--- src/rtl/int_ctrl.sv ---
// int_ctrl: eight-line priority interrupt controller.
// Lines 7:2 are synchronized external requests; lines 1:0 are reserved for
// internal exceptions and only track in-service state driven by the control unit.
// Bit 0 is the highest priority. Outputs are decoded from registers only.
// Build option: define INT_EDGE_EN for rising-edge request capture; when it is
// left undefined, pending bits follow the synchronized line level.
module int_ctrl #(
    parameter int SYNC_STAGES = 2
) (
    input  logic       clk,
    input  logic       reset,
    input  logic [7:0] irq_in,
    input  logic [7:0] s_calli,
    input  logic [7:0] s_reti,
    input  logic       we_mask,
    input  logic [7:0] mask_in,
    output logic [7:0] min_bit_s,
    output logic [7:0] min_bit_a,
    output logic       int_busy
);

    // Synchronizer chain for lines 7:2; element 0 is the first flop.
    logic [SYNC_STAGES-1:0][5:0] sync_q, sync_d;
    logic [5:0]                  irq_sync;
    logic [5:0]                  pend_q, pend_d;
    logic [7:0]                  isr_q, isr_d;
    logic [7:0]                  mask_q, mask_d;
    logic [7:0]                  cand;
    logic                        unused_irq;

    assign irq_sync   = sync_q[SYNC_STAGES-1];
    assign unused_irq = ^irq_in[1:0];

`ifdef INT_EDGE_EN
    // The chain restarts from zero after reset, so the first edges seen out of
    // it cannot be trusted: a line held high through reset would look like a
    // fresh rise. Edge capture stays disarmed until the chain and the history
    // flop both hold genuinely sampled values.
    localparam logic [2:0] WARM_MAX = 3'(SYNC_STAGES + 1);

    logic [5:0] hist_q, hist_d;
    logic [2:0] warm_q, warm_d;
    logic [5:0] rise;

    // Edge mode: latch one pending bit per synchronized rise; a new rise beats a call.
    always_comb begin
        hist_d = irq_sync;
        warm_d = (warm_q == WARM_MAX) ? warm_q : warm_q + 3'd1;
        rise   = irq_sync & ~hist_q & {6{warm_q == WARM_MAX}};
        pend_d = (pend_q & ~s_calli[7:2]) | rise;
    end

    // Edge history and warm-up counter.
    always_ff @(posedge clk or posedge reset) begin
        if (reset) begin
            hist_q <= '0;
            warm_q <= '0;
        end else begin
            hist_q <= hist_d;
            warm_q <= warm_d;
        end
    end
`else
    // Level mode: pending mirrors the synchronized line, except while the line is
    // being entered or is already in service, so a held line re-pends right after return.
    always_comb begin
        pend_d = irq_sync & ~s_calli[7:2] & ~isr_q[7:2];
    end
`endif

    // Next state for synchronizer, in-service and mask; calls are applied after
    // returns so a simultaneous call and return of one bit leaves it set.
    always_comb begin
        sync_d = {sync_q[SYNC_STAGES-2:0], irq_in[7:2]};
        isr_d  = (isr_q & ~s_reti) | s_calli;
        mask_d = we_mask ? mask_in : mask_q;
    end

    // State registers, all cleared asynchronously.
    always_ff @(posedge clk or posedge reset) begin
        if (reset) begin
            sync_q <= '0;
            pend_q <= '0;
            isr_q  <= '0;
            mask_q <= '0;
        end else begin
            sync_q <= sync_d;
            pend_q <= pend_d;
            isr_q  <= isr_d;
            mask_q <= mask_d;
        end
    end

    // Priority decode: isolate the lowest set bit (v & -v) of the request and
    // in-service vectors. Lower-priority requests are still reported while a
    // higher one is in service; preemption is decided by the control unit.
    always_comb begin
        cand      = {pend_q, 2'b00} & ~mask_q & ~isr_q;
        min_bit_s = cand & (~cand + 8'd1);
        min_bit_a = isr_q & (~isr_q + 8'd1);
        int_busy  = |isr_q;
    end

endmodule
--- config.mk ---
export PLATFORM = sky130hd
export DESIGN_NAME = int_ctrl
export DESIGN_NICKNAME = d
export VERILOG_FILES = /design/src/rtl/int_ctrl.sv
export SDC_FILE = /design/constraint.sdc
export NUM_CORES = 1
export LEC_CHECK = 0
export ABC_CLOCK_PERIOD_IN_PS = 1400
export BUFFER_PORTS_ARGS = -buffer_cell sky130_fd_sc_hd__buf_4
export CAP_MARGIN = 15
export CORE_AREA = 2 2 45 77
export CTS_CLUSTER_DIAMETER = 60
export DETAILED_ROUTE_END_ITERATION = 12
export DIE_AREA = 0 0 47 79
export GPL_ROUTABILITY_DRIVEN = 0
export PLACE_DENSITY = 0.74
export SLEW_MARGIN = 20
export SYNTH_ARGS = -nofsm -noshare
export SYNTH_HDL_FRONTEND = slang
export SYNTH_SLANG_ARGS = --single-unit
--- constraint.sdc ---
create_clock -name clk -period 1.4 [get_ports clk]
set_clock_uncertainty 0.2 [all_clocks]
set_input_delay 0 -clock clk [delete_from_list [all_inputs] [get_ports clk]]
set_output_delay 0 -clock clk [all_outputs]
set_load 0.005 [all_outputs]
### Word-level counts from Yosys, hierarchy flattened

Index checks and enable logic that the tools add are counted.

* mux-type cells: 0
* add/sub/neg operators: 2
* equality and inequality tests: 0
* shifts and indexed selects: 0
* divide/modulo/power cells: 0
* bitwise operators: 14
* $mul: 0
* $lt $le $gt $ge: 0
* reductions and logical operators: 1

Operator list (number)
* AND 8 bit: 5
* inverter 8 bit: 4
* adder 8 x 1 -> 8 bit (second input constant): 2
* AND 6 bit: 2
* inverter 6 bit: 2
* OR 8 bit: 1
* OR reduction 8 bit: 1

* output and inout bits: 17
* input bits: 35
* bits in latches: 0
* ROM bits: 0
* memories kept: 0
* flip-flop bits (word level): 34
* word-level logic and storage cells: 22
* RAM bits: 0

### Longest topological paths before layout

Gate-level depths: netlist of run 1.

* depth after elaboration: 6
* mapped depth: 3
* gate-level depth less buffers: 3

### Worst setup path after synthesis of run 1

Ideal clock, no wire load.

* kind: flip-flop to output port
* start: register isr_q[0]
* end: output port int_busy
* arrival time: 1.229 ns
* path slack: -0.029 ns
* path buffers: 0
* cell stages (with the launch flop): 4
* required time: 1.200 ns
* path through: dfrtp_1 > nor4_2 > nand2b_1 > or4_1

* cells in the longest elaborated chain, start to end: 1

RTL lines
* start: declaration: RTL line 26 `logic [7:0] isr_q, isr_d;`
* start signal: assignment: RTL line 89 `isr_q <= isr_d;`
* OR reduction 8 bit: RTL line 101 `int_busy = |isr_q;`
* end: declaration: RTL line 19 `output logic int_busy`

No other way between the ends.

### Final worst setup path of run 1

* start: register isr_q[2]
* end: output port int_busy

Same word-level chain as after synthesis.

==> results by group, run 1 <==
Run status
  • Status: complete, but fails checks
  • Failing checks: setup timing

Power and ir drop
  • Total power: 2.032 mW
  • VDD IR-drop max: 0.0007005 V
  • Pwr Density: 916.0 mW/mm²
  • P_leak: 1.075 nW

STA
  • Hold Vio Cnt, Final: 0
  • Max-slew violations: 0
  • Max Clock Freq: 521.3 MHz
  • Final setup vio count: 13
  • Final Worst Setup Slack: -0.5182 ns
  • Final Cycle Share: 137.0%
  • RSZ-0062 raised after global routing: true
  • Setup tns final: -4.015 ns
  • Tmin final: roughly 1.9 ns

Route
  • DRT Wirelength: 3098 µm
  • DRC: 0
  • DR WL/cell: 13.41 µm
  • Vias: roughly 1,000
  • DRT iter0 DRCs: 30
  • DRT Pass-1 Iters: 4
  • Drt via density: roughly 4.4
  • Post-DRT Antenna Nets: 0

Logic synthesis
  • Post-Synthesis Cells: 91
  • Synth area leader: dfrtp_1
  • Mean post-synth cell area: 13.32 µm²
  • Ys Warns: 0
  • #FFs+latches synth: 32
  • Share of the synthesized area in the top cell type: 66.05%
  • Post-synthesis cell type count: 22
  • Cell Area, Synth: 0.001212 mm²
  • Area contributors post-synth: dfrtp_1, nor3b_1, mux2_2
  • Seq/Total Area, Yosys: 66.05%

Worst setup path
  • Crit-path max cell delay: 0.42 ns
  • Worst path slowest cell: or4_1
  • Worst EP required: 1.20 ns
  • Worst reg2reg setup slack: 0.03 ns
  • Worst r2r src: isr_q[2]
  • Data arrival, critical path: approximately 1.7 ns
  • Critical path class: reg -> out
  • Cells on worst reg2reg path: 5
  • Critical Path Start Type: flop
  • Crit-path max FO: 4
  • Critical-path cell list: nor4_4 > nand2b_1 > or4_1 > buf_4
  • Critical path endpoint category: output port
  • FF-to-FF End: isr_q[2]

Clocking
  • CTS tree: built
  • Worst-case clock buffer depth: 2
  • Root Buffer: clkbuf_8
  • Reg clk slew, reported paths: 0.06 ns
  • Clock sink count: 32
  • TritonCTS buffer count: 5
  • Latest clock arrival within the worst-skew pair: about 0.28 ns
  • H-tree depth: 2

Run
  • Max Cap Viol: 0

Place
  • Place WS: -0.2335 ns
  • I/O Buffers: 45
  • Post-DP HPWL: 1949 µm
  • Number of placed cells counting well taps: 187

Floorplan
  • Core ar.: 0.003108 mm²
  • Starting density of the core: 39.01%
  • Rows: 27
  • Die X: 47 µm
  • Die Span Y: 79 µm
  • I/O Pins: 52
  • Die area: ~0.0037 mm²

Final layout
  • Share of cells above drive strength 1: 46.81%
  • Non-filler cells, final: 231
  • Fillers: 219
  • Antenna diodes: 0
  • Synth-to-layout area growth: 82.97%
  • Final Net Count: 222

Global routing
  • GRT Util Overall: 19.00%
  • First-pass GRT wire length: 4919 µm
  • Overflow after GRT: 0
  • Pin count of the biggest net entering global routing: 33
  • Antenna violations before repair: 0
  • Vias in the first global route: about 1,100

Hold path
  • Worst Hold Class: reg -> reg
  • Hold depth: 0
  • WHS Endpoint: irq_sync[3]
  • Hold path startpoint: sync_d[9]
Yosys cell counts:
master,count
dfrtp_1,32
nor3b_1,13
inv_1,9
a21o_1,6
mux2_2,6
nor2_1,4
buf_4,3
nand2b_1,2
nor2b_1,2
nor4b_1,2
a21o_2,1
and2_2,1
and2b_2,1
and4_1,1
clkbuf_1,1
conb_1,1
nand2_1,1
nor4_1,1
nor4_2,1
o21bai_1,1
or3b_2,1
or4_1,1
how the worst max path moves through the flow:
stage | from | endpoint | slack [ns] | depth (start not counted)
after floorplan | isr_q[2] | int_busy | -0.03 | 3
after global placement | isr_q[2] | int_busy | -0.19 | 4
after detailed placement | isr_q[2] | int_busy | -0.23 | 4
after CTS | isr_q[0] | int_busy | -0.51 | 4
after global routing | isr_q[2] | int_busy | -0.63 | 4
final | isr_q[2] | int_busy | -0.52 | 4
sequential cells by signal, summed over array words and instances (netlist names):
name and flops:
pend_q 6, sync_d 6, isr_q 8, irq_sync 6, mask_q 6
worst max-delay path: cells and delay by family, from the launching register on:
kind | cells | cell delay [ns]
buf+inv | 1 | 0.15
flops | 1 | 0.41
simple gates | 3 | 0.88
cells in the final DEF (no fill, tap or decap):
cell	count
buf_4	53
dfrtp_1	32
dlygate4sd3_1	30
inv_1	9
buf_6	9
nor3b_1	8
mux2_2	6
a21o_1	6
clkbuf_8	6
nor2_1	4
nor3b_2	3
nor3b_4	2
nor2b_1	2
conb_1	2
clkbuf_1	2
nor4_4	1
nand2b_1	1
and2_4	1
nor4b_4	1
and2b_2	1
o21bai_1	1
a21o_2	1
nand2_1	1
nor4_2	1
or3b_4	1
nand2b_4	1
and4_1	1
nor4b_2	1
or4_1	1
per-layer routing:
| layer | wire [µm] | track usage [%] |
|---|---|---|
| met4 | 135 | 11.94 |
| met2 | 1750 | 30.82 |
| met3 | 149 | 6.818 |
| met5 | 0 | 0 |
| met1 | 1063 | 19.49 |
cell families after synthesis:
logic type	after synthesis	share of synthesized area, %
DFF	32	66.05
buffers and inverters	13	4.953
muxes	6	5.572
AOI/OAI and AO/OA	8	5.057
other	1	0.3093
and+or+nand+nor	31	18.06
power breakdown:
part           switching (mW)  internal (mW)  leakage [nW]  total, mW
registers              0.0343          0.982         0.378       1.02
logic                   0.106          0.201         0.652      0.307
clock network           0.309          0.400        0.0455      0.710
total                   0.450           1.58          1.08       2.03
per-stage QoR:
| stage | util, % | instance area [µm²] | hold slack [ns] |
|---|---|---|---|
| floorplan | - | 1216 | -0.1686 |
| global placement | 53.54 | 1664 | -0.09805 |
| detailed placement | 53.54 | 1664 | -0.08943 |
| CTS | 70.17 | 2181 | 0.1489 |
| global route | 71.38 | 2218 | 0.1546 |
| finish | 71.38 | 2218 | 0.1416 |
area by class of cell:
| cell class | count | area [µm²] | share of cell area, % |
|---|---|---|---|
| repair buffers | 92 | 799.5 | 36.04 |
| flip-flops and latches | 32 | 800.8 | 36.10 |
| multi-input cells | 47 | 440.4 | 19.85 |
| clock buffers | 8 | 90.09 | 4.061 |
| well taps | 43 | 53.80 | 2.425 |
| inverters | 9 | 33.78 | 1.523 |
repair_timing:
action,4_1_cts,5_1_grt
hold buffers,30,0
pin swaps,9,4
resized for setup,17,7
setup buffers,7,2
endpoints found under the setup margin,13,14
cloned,0,0
endpoints found under the hold margin,58,0
Note: power is estimated with default switching activity, not from simulation.
==> run 2, diff against run 1 <==
--- a/config.mk
+++ b/config.mk
@@ -5,7 +5,7 @@
 export SDC_FILE = /design/constraint.sdc
 export NUM_CORES = 1
 export LEC_CHECK = 0
-export ABC_CLOCK_PERIOD_IN_PS = 1400
+export ABC_CLOCK_PERIOD_IN_PS = 1600
 export BUFFER_PORTS_ARGS = -buffer_cell sky130_fd_sc_hd__buf_4
 export CAP_MARGIN = 15
 export CORE_AREA = 2 2 45 77
@@ -14,6 +14,7 @@
 export DIE_AREA = 0 0 47 79
 export GPL_ROUTABILITY_DRIVEN = 0
 export PLACE_DENSITY = 0.74
+export SKIP_CTS_REPAIR_TIMING = 1
 export SLEW_MARGIN = 20
 export SYNTH_ARGS = -nofsm -noshare
 export SYNTH_HDL_FRONTEND = slang
==> constraint.sdc (replaced) <==
create_clock -name clk -period 1.6 [get_ports clk]
set_clock_uncertainty 0.2 [all_clocks]
set_input_delay 0 -clock clk [delete_from_list [all_inputs] [get_ports clk]]
set_output_delay 0 -clock clk [all_outputs]
set_load 0.005 [all_outputs]
==> run 2 against run 1 <==
  * The flow still finishes with violations (setup timing)
  * Critical path depth stayed put
  * Largest cell class unchanged
  * Die area unchanged
  * Flip-flop and latch count stayed put
==> results by group, run 2 (synthesis gave the netlist of run 1 again) <==
Run status
  • Status: complete, but fails checks (unchanged)
  • Failing checks: setup timing (unchanged)

Global routing
  • GRT Util Overall: 15.17% (was 19.00%)
  • Pin count of the biggest net entering global routing: 33 (unchanged)
  • Overflow after GRT: 0 (unchanged)
  • First-pass GRT wire length: 3857 µm (was 4919 µm)
  • Vias in the first global route: 883 (was 1,115)
  • Antenna violations before repair: 0 (unchanged)

Route
  • DRT Pass-1 Iters: 4 (unchanged)
  • DRT Wirelength: 2748 µm (was 3098 µm)
  • DRT iter0 DRCs: 8 (was 30)
  • Vias: 987 (was 1,024)
  • DRC: 0 (unchanged)
  • Drt via density: 4.367 (was 4.433)
  • Post-DRT Antenna Nets: 0 (unchanged)
  • DR WL/cell: 12.16 µm (was 13.41 µm)

Floorplan
  • Die Span Y: 79 µm (unchanged)
  • Rows: 27 (unchanged)
  • Starting density of the core: 39.01% (unchanged)
  • Die X: 47 µm (unchanged)
  • Die area: 0.003713 mm² (unchanged)
  • Core ar.: 0.003108 mm² (unchanged)
  • I/O Pins: 52 (unchanged)

STA
  • Max Clock Freq: 539.4 MHz
  • Final Worst Setup Slack: -0.2540 ns (was -0.5182 ns)
  • Max-slew violations: 0 (unchanged)
  • Final Cycle Share: 115.9%
  • RSZ-0062 raised after global routing: true (unchanged)
  • Hold Vio Cnt, Final: 0 (unchanged)
  • Final setup vio count: 9 (was 13)
  • Tmin final: 1.854 ns

Worst setup path
  • Data arrival, critical path: 1.65 ns (was 1.72 ns)
  • Critical-path cell list: nor4_4 > nand2b_1 > or4_4 > buf_6 (was nor4_4 > nand2b_1 > or4_1 > buf_4)
  • Critical Path Start Type: flop (unchanged)
  • Worst path slowest cell: or4_4 (was or4_1)
  • Worst EP required: 1.40 ns (was 1.20 ns)
  • Worst reg2reg setup slack: 0.02 ns (was 0.03 ns)
  • Critical path endpoint category: output port (unchanged)
  • FF-to-FF End: isr_q[1] (was isr_q[2])
  • Crit-path max FO: 3 (was 4)
  • CP bufs+invs: 1 (unchanged)
  • Top Family by Delay on Critical Path: simple AND/OR/NAND/NOR gates (unchanged)
  • Cells on worst reg2reg path: 3 (was 5)
  • Crit-path max cell delay: 0.43 ns (was 0.42 ns)
  • Critical path class: reg -> out (unchanged)
  • Worst r2r src: isr_q[1] (was isr_q[2])

Clocking
  • Worst-case clock buffer depth: 2 (unchanged)
  • Latest clock arrival within the worst-skew pair: 0.27 ns (was 0.28 ns)
  • CTS tree: built (unchanged)
  • H-tree depth: 2 (unchanged)
  • Root Buffer: clkbuf_8 (unchanged)
  • TritonCTS buffer count: 5 (unchanged)
  • Reg clk slew, reported paths: 0.06 ns (about the same)
  • Clock sink count: 32 (unchanged)

Final layout
  • Final Net Count: 218 (was 222)
  • Most frequent cells in the layout: buf_4, dlygate4sd3_1, dfrtp_1 (was buf_4, dfrtp_1, dlygate4sd3_1)
  • Share of cells above drive strength 1: 45.36% (was 46.81%)
  • Most common cell after layout, fill and taps aside: buf_4 (unchanged)
  • Max FFs per register: 8 (unchanged)
  • Synth-to-layout area growth: 79.15% (was 82.97%)
  • Top reg by flops: isr_q (unchanged)
  • Antenna diodes: 0 (unchanged)

Power and ir drop
  • Total power: 1.710 mW (was 2.032 mW)
  • P_leak: 1.045 nW (was 1.075 nW)
  • Pwr Density: 787.5 mW/mm² (was 916.0 mW/mm²)
  • VDD IR-drop max: 0.0007838 V (was 0.0007005 V)

Run
  • Max Cap Viol: 0 (unchanged)

Place
  • Post-DP HPWL: 1858 µm (was 1949 µm)
  • Place WS: 0.02005 ns (was -0.2335 ns)
  • I/O Buffers: 45 (unchanged)

Hold path
  • Hold path startpoint: sync_d[9] (unchanged)
  • Worst Hold Class: reg -> reg (unchanged)
  • WHS Endpoint: irq_sync[3] (unchanged)
  • Hold depth: 0 (unchanged)
## run 2: area by class of cell
type | instances | area [µm²]
fill | 248 | 935.9
tap | 43 | 53.80
timing repair buffer | 88 | 755.7
clock inverter | 1 | 5.005
inverter | 9 | 33.78
sequential | 32 | 803.3
clock buffer | 6 | 72.57
multi-input combinational | 47 | 447.9
## run 2: layer usage
| metal | up-vias | track usage (%) | share of wire, % |
|---|---|---|---|
| met5 | - | 0 | 0 |
| met4 | 0 | 7.778 | 2.0 |
| met3 | 7 | 6.591 | 4.6 |
| met2 | 25 | 24.66 | 57 |
| met1 | 470 | 15.68 | 36 |
| li1 | 485 | - | - |
## run 2: through the flow
step / utilization [%] / cells / hold WS (ns) / setup TNS, ns / instance area (µm²)
2_1_floorplan: - / 92 / -0.1686 / 0 / 1216
3_3_place_gp: 52.58 / 183 / -0.09661 / 0 / 1634
3_5_place_dp: 52.58 / 183 / -0.08968 / 0 / 1634
4_1_cts: 55.07 / 190 / -0.3885 / -1.776 / 1712
5_1_grt: 69.89 / 226 / 0.1523 / -1.674 / 2172
6_report: 69.89 / 226 / 0.1469 / -0.9216 / 2172
## run 2: worst max-delay path by stage
| stage | from | to | slack (ns) | cells past startpoint |
|---|---|---|---|---|
| floorplan | isr_q[0] | int_busy | 0.17 | 3 |
| global placement | isr_q[0] | int_busy | 0.03 | 4 |
| detailed placement | isr_q[0] | int_busy | 0.02 | 4 |
| CTS | isr_q[0] | int_busy | -0.29 | 4 |
| global route | isr_q[0] | int_busy | -0.34 | 4 |
| finish | isr_q[0] | int_busy | -0.25 | 4 |
## run 2: worst register-to-register path: cells and delay by family (launching register included)
| family | cells | cell delay, ns |
|---|---|---|
| AO/OA/AOI/OAI | 1 | 0.15 |
| buffers and inverters | 2 | 0.71 |
| flip-flops | 1 | 0.40 |
## run 2: where the power goes
part	internal [mW]	switching (mW)	total [mW]
registers	0.860	0.0393	0.899
clock network	0.295	0.265	0.560
logic	0.174	0.0773	0.251
total	1.33	0.382	1.71
==> run 3, diff against run 2 <==
--- a/config.mk
+++ b/config.mk
@@ -5,15 +5,16 @@
 export SDC_FILE = /design/constraint.sdc
 export NUM_CORES = 1
 export LEC_CHECK = 0
-export ABC_CLOCK_PERIOD_IN_PS = 1600
+export ABC_CLOCK_PERIOD_IN_PS = 2100
 export BUFFER_PORTS_ARGS = -buffer_cell sky130_fd_sc_hd__buf_4
 export CAP_MARGIN = 15
-export CORE_AREA = 2 2 45 77
+export CORE_AREA = 2 2 43 74
+export CTS_BUF_LIST = sky130_fd_sc_hd__clkbuf_4 sky130_fd_sc_hd__clkbuf_8
 export CTS_CLUSTER_DIAMETER = 60
 export DETAILED_ROUTE_END_ITERATION = 12
-export DIE_AREA = 0 0 47 79
+export DIE_AREA = 0 0 45 76
 export GPL_ROUTABILITY_DRIVEN = 0
-export PLACE_DENSITY = 0.74
+export PLACE_DENSITY = 0.77
 export SKIP_CTS_REPAIR_TIMING = 1
 export SLEW_MARGIN = 20
 export SYNTH_ARGS = -nofsm -noshare
==> constraint.sdc (replaced) <==
create_clock -name clk -period 2.1 [get_ports clk]
set_clock_uncertainty 0.2 [all_clocks]
set_input_delay 0 -clock clk [delete_from_list [all_inputs] [get_ports clk]]
set_output_delay 0 -clock clk [all_outputs]
set_load 0.005 [all_outputs]
==> run 3 against run 2 <==
  * The flow now finishes without violations
  * Combinational power fell by 32%
  * Hold slack worse by 0.0070 ns
  * Global-route usage fell by 0.10 points
  * Sequential share of layout area increased by 2.5 points
  * First-iteration DRC count rose to 4.1 times the previous value
  * Routed wire length rose by 0.22%
  * Clock power decreased by 12%
  * Sequential power fell by 24%
  * Core utilization up 0.87 points
  * Clock-buffer cell count rose by 2
  * Via count is 0.61% higher
  * Critical path depth stayed put
  * Critical path type unchanged
  * Largest cell class unchanged
  * Highest routed layer unchanged
==> results by group, run 3 (synthesis gave the netlist of run 1 again) <==
Power and ir drop
  • Pwr Density: 664.4 mW/mm² (was 787.5 mW/mm²)
  • Switch share: 20.72% (was 22.34%)
  • Comb power frac: 12.7% (was 14.7%)
  • Sequential share of power: 50.5% (was 52.6%)
  • Internal Power: 1.067 mW (was 1.328 mW)
  • Total power: 1.346 mW (was 1.710 mW)
  • Clk network pwr share: 36.7% (was 32.7%)
  • Net Sw Power: 0.2789 mW (was 0.3820 mW)
  • P_leak: 0.9862 nW (was 1.045 nW)
  • VDD IR-drop max: 0.0007051 V (was 0.0007838 V)

Final layout
  • Final design area excluding fillers: 0.002026 mm² (was 0.002172 mm²)
  • Share of cells above drive strength 1: 37.08% (was 45.36%)
  • Top reg by flops: isr_q (unchanged)
  • Most frequent cells in the layout: buf_4, dlygate4sd3_1, dfrtp_1 (unchanged)
  • Max FFs per register: 8 (unchanged)
  • Final Net Count: 212 (was 218)
  • Most common cell after layout, fill and taps aside: buf_4 (unchanged)
  • Synth-to-layout area growth: 67.08% (was 79.15%)
  • Antenna diodes: 0 (unchanged)

Floorplan
  • I/O Pins: 52 (unchanged)
  • Rows: 26 (was 27)
  • Die area: 0.003420 mm² (was 0.003713 mm²)
  • Die Span Y: 76 µm (was 79 µm)
  • Starting density of the core: 42.35% (was 39.01%)
  • Die X: 45 µm (was 47 µm)
  • Core ar.: 0.002863 mm² (was 0.003108 mm²)

Clocking
  • CTS tree: built (unchanged)
  • Latest clock arrival within the worst-skew pair: 0.27 ns (about the same)
  • Root Buffer: clkbuf_8 (unchanged)
  • Worst-case clock buffer depth: 2 (unchanged)
  • Clock sink count: 32 (unchanged)
  • H-tree depth: 2 (unchanged)
  • Reg clk slew, reported paths: 0.06 ns (about the same)
  • TritonCTS buffer count: 5 (unchanged)

Worst setup path
  • Cells on worst reg2reg path: 2 (was 3)
  • CP endpoint: int_busy (unchanged)
  • Critical Path Start Type: flop (unchanged)
  • Worst Setup SP: isr_q[0] (unchanged)
  • Worst r2r src: mask_q[3] (was isr_q[1])
  • Crit-path max FO: 6 (was 3)
  • FF-to-FF End: mask_q[3] (was isr_q[1])
  • Worst EP required: 1.90 ns (was 1.40 ns)
  • Worst reg2reg setup slack: 0.58 ns (was 0.02 ns)
  • Critical path class: reg -> out (unchanged)
  • Critical path endpoint category: output port (unchanged)
  • Data arrival, critical path: 1.81 ns (was 1.65 ns)

STA
  • Fin Hold WS: 0.1399 ns (was 0.1469 ns)
  • Final Worst Setup Slack: 0.09092 ns (was -0.2540 ns)
  • Max Clock Freq: 497.7 MHz
  • Tmin final: 2.009 ns
  • Hold Vio Cnt, Final: 0 (unchanged)
  • Final setup vio count: 0 (was 9)
  • Final Cycle Share: 95.67%
  • Max-slew violations: 0 (unchanged)

Global routing
  • First-pass GRT wire length: 3760 µm (was 3857 µm)
  • Pin count of the biggest net entering global routing: 33 (unchanged)
  • Overflow after GRT: 0 (unchanged)
  • GRT Util Overall: 15.06% (was 15.17%)
  • Antenna violations before repair: 0 (unchanged)
  • Vias in the first global route: 899 (was 883)

Route
  • Post-DRT Antenna Nets: 0 (unchanged)
  • Drt via density: 4.820 (was 4.367)
  • DRT iter0 DRCs: 33 (was 8)
  • DRT Pass-1 Iters: 4 (unchanged)
  • Vias: 993 (was 987)
  • DR WL/cell: 13.37 µm (was 12.16 µm)
  • DRT Wirelength: 2754 µm (was 2748 µm)
  • DRC: 0 (unchanged)

Place
  • Place WS: 0.4110 ns (was 0.02005 ns)
  • I/O Buffers: 45 (unchanged)
  • Placed cell area: 0.001578 mm² (was 0.001634 mm²)
  • Post-DP HPWL: 1710 µm (was 1858 µm)

Hold path
  • Worst Hold Class: reg -> reg (unchanged)
  • Hold path startpoint: sync_d[9] (unchanged)

Run status
  • Status: complete, no violations (was complete, but fails checks)

Run
  • Max Cap Viol: 0 (unchanged)
-- run 3: power groups by stage --
| stage | sequential, mW | combinational [mW] | clock, mW |
|---|---|---|---|
| after floorplan | 0.683 | 0.0531 | 0 |
| after global placement | 0.688 | 0.106 | 0 |
| after detailed placement | 0.691 | 0.110 | 0 |
| after CTS | 0.680 | 0.110 | 0.509 |
| after global routing | 0.686 | 0.187 | 0.534 |
| final | 0.680 | 0.171 | 0.494 |
-- run 3: how the worst min path moves through the flow --
stage	cells after the start	end
floorplan	0	sync_d[10]
detailed placement	3	sync_d[10]
CTS	3	isr_q[7]
finish	0	irq_sync[3]
global route	0	irq_sync[3]
global placement	3	sync_d[10]
-- run 3: stage by stage --
step	setup TNS (ns)	utilization, %	cells
after floorplan	0	-	92
after global placement	0	55.11	163
after detailed placement	0	55.11	163
after CTS	0	58.52	171
after global routing	-0.0001965	70.76	206
final	0	70.76	206
-- run 3: cell type report --
cell class | instances | area (µm²)
fillers | 216 | 837.1
flip-flops and latches | 32 | 800.8
repair buffers | 82 | 703.2
multi-input cells | 47 | 355.3
clock buffers | 8 | 97.59
well taps | 28 | 35.03
inverters | 9 | 33.78
-- run 3: routing by layer --
layer / share of wire [%] / wire, µm / global-route usage, %
met3: 5.3 / 145 / 6.161
met5: 0 / 0 / 0
met2: 59 / 1622 / 25.29
met4: 3.0 / 83 / 6.765
met1: 33 / 904 / 15.46
-- run 3: critical path, stage by stage, from the launching register on --
cell,delay (ns)
dfrtp_1,0.44
nor4_2,0.34
nand2b_1,0.16
or4_1,0.44
buf_4,0.16
